<file path="src/rtl/wb_shared_arbiter.sv">
// wb_shared_arbiter: round-robin two-master Wishbone arbiter with
// tenure locking on cyc and a watchdog on unacknowledged strobes.
module wb_shared_arbiter #(
   parameter int unsigned TIMEOUT = 255
) (
   input  logic        wb_clk_i,
   input  logic        wb_rst_i,
   input  logic        m0_cyc_i,
   input  logic        m0_stb_i,
   input  logic        m0_we_i,
   input  logic [3:0]  m0_sel_i,
   input  logic [31:0] m0_adr_i,
   input  logic [31:0] m0_dat_i,
   output logic        m0_ack_o,
   output logic        m0_err_o,
   output logic [31:0] m0_dat_o,
   input  logic        m1_cyc_i,
   input  logic        m1_stb_i,
   input  logic        m1_we_i,
   input  logic [3:0]  m1_sel_i,
   input  logic [31:0] m1_adr_i,
   input  logic [31:0] m1_dat_i,
   output logic        m1_ack_o,
   output logic        m1_err_o,
   output logic [31:0] m1_dat_o,
   output logic        s_cyc_o,
   output logic        s_stb_o,
   output logic        s_we_o,
   output logic [3:0]  s_sel_o,
   output logic [31:0] s_adr_o,
   output logic [31:0] s_dat_o,
   input  logic [31:0] s_dat_i,
   input  logic        s_ack_i,
   output logic [1:0]  grant_o
);

   typedef enum logic [1:0] {
      IDLE = 2'd0,
      OWN0 = 2'd1,
      OWN1 = 2'd2
   } state_t;

   localparam logic [15:0] TLIM = 16'(TIMEOUT - 1);

   state_t      state, state_d;
   logic        last, last_d;
   logic [15:0] tcnt, tcnt_d;
   logic        req0, req1;
   logic        tmo;

   assign req0 = m0_cyc_i & m0_stb_i;
   assign req1 = m1_cyc_i & m1_stb_i;

   always_ff @(posedge wb_clk_i or posedge wb_rst_i) begin
      if (wb_rst_i) begin
         state <= IDLE;
         last  <= 1'b1;
         tcnt  <= '0;
      end else begin
         state <= state_d;
         last  <= last_d;
         tcnt  <= tcnt_d;
      end
   end

   always_comb begin
      state_d  = state;
      last_d   = last;
      tcnt_d   = '0;
      tmo      = 1'b0;
      s_cyc_o  = 1'b0;
      s_stb_o  = 1'b0;
      s_we_o   = 1'b0;
      s_sel_o  = '0;
      s_adr_o  = '0;
      s_dat_o  = '0;
      m0_ack_o = 1'b0;
      m0_err_o = 1'b0;
      m0_dat_o = '0;
      m1_ack_o = 1'b0;
      m1_err_o = 1'b0;
      m1_dat_o = '0;
      unique case (state)
         IDLE: begin
            // on a tie the master that did not go last wins
            if (req0 && (!req1 || last))
               state_d = OWN0;
            else if (req1)
               state_d = OWN1;
         end
         OWN0: begin
            s_cyc_o  = m0_cyc_i;
            s_stb_o  = m0_stb_i;
            s_we_o   = m0_we_i;
            s_sel_o  = m0_sel_i;
            s_adr_o  = m0_adr_i;
            s_dat_o  = m0_dat_i;
            tmo      = m0_stb_i & ~s_ack_i & (tcnt == TLIM);
            m0_ack_o = s_ack_i;
            m0_err_o = tmo;
            m0_dat_o = s_dat_i;
            if (m0_stb_i & ~s_ack_i & ~tmo)
               tcnt_d = tcnt + 16'd1;
            if (!m0_cyc_i) begin
               state_d = IDLE;
               last_d  = 1'b0;
            end
         end
         OWN1: begin
            s_cyc_o  = m1_cyc_i;
            s_stb_o  = m1_stb_i;
            s_we_o   = m1_we_i;
            s_sel_o  = m1_sel_i;
            s_adr_o  = m1_adr_i;
            s_dat_o  = m1_dat_i;
            tmo      = m1_stb_i & ~s_ack_i & (tcnt == TLIM);
            m1_ack_o = s_ack_i;
            m1_err_o = tmo;
            m1_dat_o = s_dat_i;
            if (m1_stb_i & ~s_ack_i & ~tmo)
               tcnt_d = tcnt + 16'd1;
            if (!m1_cyc_i) begin
               state_d = IDLE;
               last_d  = 1'b1;
            end
         end
         default: state_d = IDLE;
      endcase
   end

   assign grant_o = {state == OWN1, state == OWN0};

endmodule

</file>
<file path="config.mk">
export PLATFORM = sky130hd
export DESIGN_NAME = wb_shared_arbiter
export DESIGN_NICKNAME = d
export VERILOG_FILES = /design/src/rtl/wb_shared_arbiter.sv
export SDC_FILE = /design/constraint.sdc
export NUM_CORES = 1
export LEC_CHECK = 0
export ABC_AREA = 0
export CAP_MARGIN = 10
export CORE_AREA = 5 5 121 123
export CTS_CLUSTER_DIAMETER = 50
export CTS_CLUSTER_SIZE = 12
export DETAILED_ROUTE_END_ITERATION = 12
export DIE_AREA = 0 0 126 128
export GPL_TIMING_DRIVEN = 0
export PLACE_DENSITY = 0.65
export SLEW_MARGIN = 20
export SYNTH_ARGS = -nofsm -noshare
export SYNTH_HDL_FRONTEND = slang
export SYNTH_SLANG_ARGS = --single-unit
</file>
<file path="constraint.sdc">
create_clock -name wb_clk_i -period 3.1 [get_ports wb_clk_i]
set_input_delay 0.62 -clock wb_clk_i [delete_from_list [all_inputs] [get_ports wb_clk_i]]
set_output_delay 0.62 -clock wb_clk_i [all_outputs]
set_load 0.05 [all_outputs]
</file>
==> results.toml <==
[placed_design]
dpl_worst_slack_ps = -706
placedCellCount = 841
place_area_um2 = 6020
routabilityCongestion = 0.881
portBuffers = 317
half_perimeter_wire_length_of_the_detailed_placement_result_mm = 13.9

[clock_network]
clkLatencyLatePin_ps = 250
cts.clk_slew.worst_paths_ps = 50
cts_tree = "done"
number_of_post_cts_setup_repair_buffers = 0
clock_tree.buffer_depth = 2
cts_max_level = 1
cts_inserted_buffers = 3
clock_sinks = 19
cts_root_buffer = "sky130_fd_sc_hd__clkbuf_16"
cts_resized = 204
cts_hold_buf = 0

[critical_path]
worst-path-max-fanout = 10
worst_ep_required_time_ps = 2480
critPathCaptureType = "output port"
setup.worst_path.class = "register to output port"
start_kind = "register"
slowest_delay_ps = 460
path_depth_of_the_worst_reg2reg_path = 7
critical-path-slowest-cell = "sky130_fd_sc_hd__clkbuf_1"
path_delay_family = "buffers and inverters"
data_arrival_time_of_the_critical_path_ps = 2310
crit_path_cell_trace = "inv_1 > ha_2 > clkbuf_1 > a22oi_1 > nor2b_2 > clkdlybuf4s15_2"
critical_path_cell_count = 6
cp_num_buf_inv = 3

[sta]
fmax_mhz = 341
max_slew_margin = 0.503
setup_violations_final = 0
post-route-min-period_ps = 2930
worstMarginPinSlew_ps = 745
finalMaxSlewViolations = 0
worst_clock_skew_ps = 1.77
timing.final.hold_violations = 0
final_layout_setup_total_negative_slack_ps = 0
setup_ws_ps = 165
rsz0062_at_grt = "false"
final.period_utilization = 0.947

[drt]
post_drt_via_cell_ratio = 4.44
postRouteWirelength_mm = 16.1
wl_per_cell_um = 19.1
dr_total_vias = 3747
remaining_antenna_violation_count_after_routing = 0
first_iter_violations = 173
drtPass1Iterations = 4
post-route-drc-count = 0

[synthesis]
synth.net_count = 526
postSynth.asyncResetShare = 1.00
mean_syn_cell_area_um2 = 7.35
ys_top_cells_by_area = "sky130_fd_sc_hd__a22oi_1, sky130_fd_sc_hd__dfrtp_1, sky130_fd_sc_hd__nor2b_1, sky130_fd_sc_hd__and2_1, sky130_fd_sc_hd__clkbuf_1"
synth_largest_type_area_fraction = 0.211
synth-edff-count = 0
most_used_flip_flop_cell_after_synthesis = "sky130_fd_sc_hd__dfrtp_1"
ys_seq_elements = 19
yosysSeqAreaShare = 0.188
syn-instance-count = 344
netlist_area_um2 = 2530
post_synth_num_cell_types = 32
ys.warnings.count = 0
synthDominantAreaCellType = "sky130_fd_sc_hd__a22oi_1"

[cells_and_area]
nFillCells = 1454
layout_commonest_cell = "sky130_fd_sc_hd__clkdlybuf4s50_1"
nNetsFinal = 845
multi_input_area_um2 = 1970
area_delta_synth_final_pct = 126
sequential_cell_area_um2 = 477
fin_cells = 843
most_frequent_cells_in_the_layout = "sky130_fd_sc_hd__clkdlybuf4s50_1, sky130_fd_sc_hd__clkbuf_2, sky130_fd_sc_hd__a22oi_1"
final_area_um2 = 5720
final_layout_size_suffix_gt1_frac = 0.242

[die]
num_rows = 43
core_area_um2 = 13600
die-height_um = 128
chipWidth_um = 126
initial_utilization = 0.187
io-pin-count = 318
design.die.area_um2 = 16100

[power_and_ir_drop]
irDropWorstVdd_mv = 0.372
power.leakage_uw = 0.00239
power_density_nw_per_um2 = 795

[flow_run]
timing.max_cap.violations = 0

[global_routing]
grt_antenna_before_repair = 1
grt_max_degree = 20
grt_pass1_wl_mm = 23.8
grt_pass1_vias = 4105
grt-ovfl-total = 0
grt_usage = 0.185

[worst_hold_path]
hold_path.class = "register to register"
whs_path_depth = 1

[status]
status = "completed"
-- cells by family after synthesis --
| family | Yosys count | synth area share |
|---|---|---|
| compound gates | 76 | 0.224 |
| flops | 19 | 0.188 |
| buf+inv | 42 | 0.0712 |
| fa+ha+maj | 5 | 0.0247 |
| xor+xnor | 14 | 0.0485 |
| mux | 1 | 0.00445 |
| simple gates | 187 | 0.439 |
-- metrics by stage --
step,hold WS [ps],power [uW],utilization
final,513,4550,0.422
after global routing,554,4810,0.422
after CTS,508,4650,0.442
after detailed placement,501,4620,0.444
after global placement,488,4600,0.444
after floorplan,468,3120,-
-- synth_stat cells, types with 2 or more instances --
cell,instances
sky130_fd_sc_hd__nor4_1,5
sky130_fd_sc_hd__dfrtp_1,18
sky130_fd_sc_hd__nor2_1,19
sky130_fd_sc_hd__xnor2_1,13
sky130_fd_sc_hd__nand4_1,3
sky130_fd_sc_hd__inv_1,7
sky130_fd_sc_hd__nor3_1,3
sky130_fd_sc_hd__clkbuf_1,31
sky130_fd_sc_hd__and2_1,66
sky130_fd_sc_hd__nor2b_1,72
sky130_fd_sc_hd__ha_1,5
sky130_fd_sc_hd__and3_1,2
sky130_fd_sc_hd__nand3_1,5
sky130_fd_sc_hd__a22oi_1,71
sky130_fd_sc_hd__nand2_1,7
-- area by class of cell --
| type | instances | area share |
|---|---|---|
| diodes | 1 | 0.000438 |
| plain buffers | 32 | 0.0293 |
| clock buffers | 4 | 0.0138 |
| inverters | 7 | 0.00460 |
| multi-input cells | 283 | 0.344 |
| flip-flops and latches | 19 | 0.0834 |
| well taps | 180 | 0.0394 |
| repair buffers | 317 | 0.485 |
-- registers in the layout, summed over array words and instances (netlist names) --
| name | cells |
|---|---|
| last | 1 |
| state | 2 |
| tcnt | 16 |
-- power by group --
part / switching (uW) / internal, uW
Combinational: 2720 / 1290
Sequential: 11.0 / 268
Clock: 86.9 / 175
-- per-layer routing --
layer | part of all wire | GRT usage
met5 | 0 | 0
met4 | 0.011 | 0.0328
met3 | 0.079 | 0.0533
met2 | 0.53 | 0.346
met1 | 0.38 | 0.211
-- path summary, 6_finish.rpt --
| check | from | to | slack (ps) |
|---|---|---|---|
| setup / recovery | state[0] | s_adr_o[0] | 170 |
| hold / removal | tcnt[0] | tcnt[0] | 510 |
| setup reg to reg | state[1] | tcnt[14] | 1060 |
| hold reg to reg | tcnt[0] | tcnt[0] | 510 |
| max in group asynchronous | wb_rst_i | tcnt[3] | 1810 |
| min in group asynchronous | wb_rst_i | tcnt[7] | 830 |
-- worst reg2reg max path: stages, from the launching register on --
cell and delay, ps:
sky130_fd_sc_hd__dfrtp_1 370, sky130_fd_sc_hd__inv_1 70, sky130_fd_sc_hd__ha_1 500, sky130_fd_sc_hd__nor2b_1 270, sky130_fd_sc_hd__or3b_1 380, sky130_fd_sc_hd__buf_6 150, sky130_fd_sc_hd__buf_8 130, sky130_fd_sc_hd__nor2_1 110
Power figures use the tool's default switching activity.
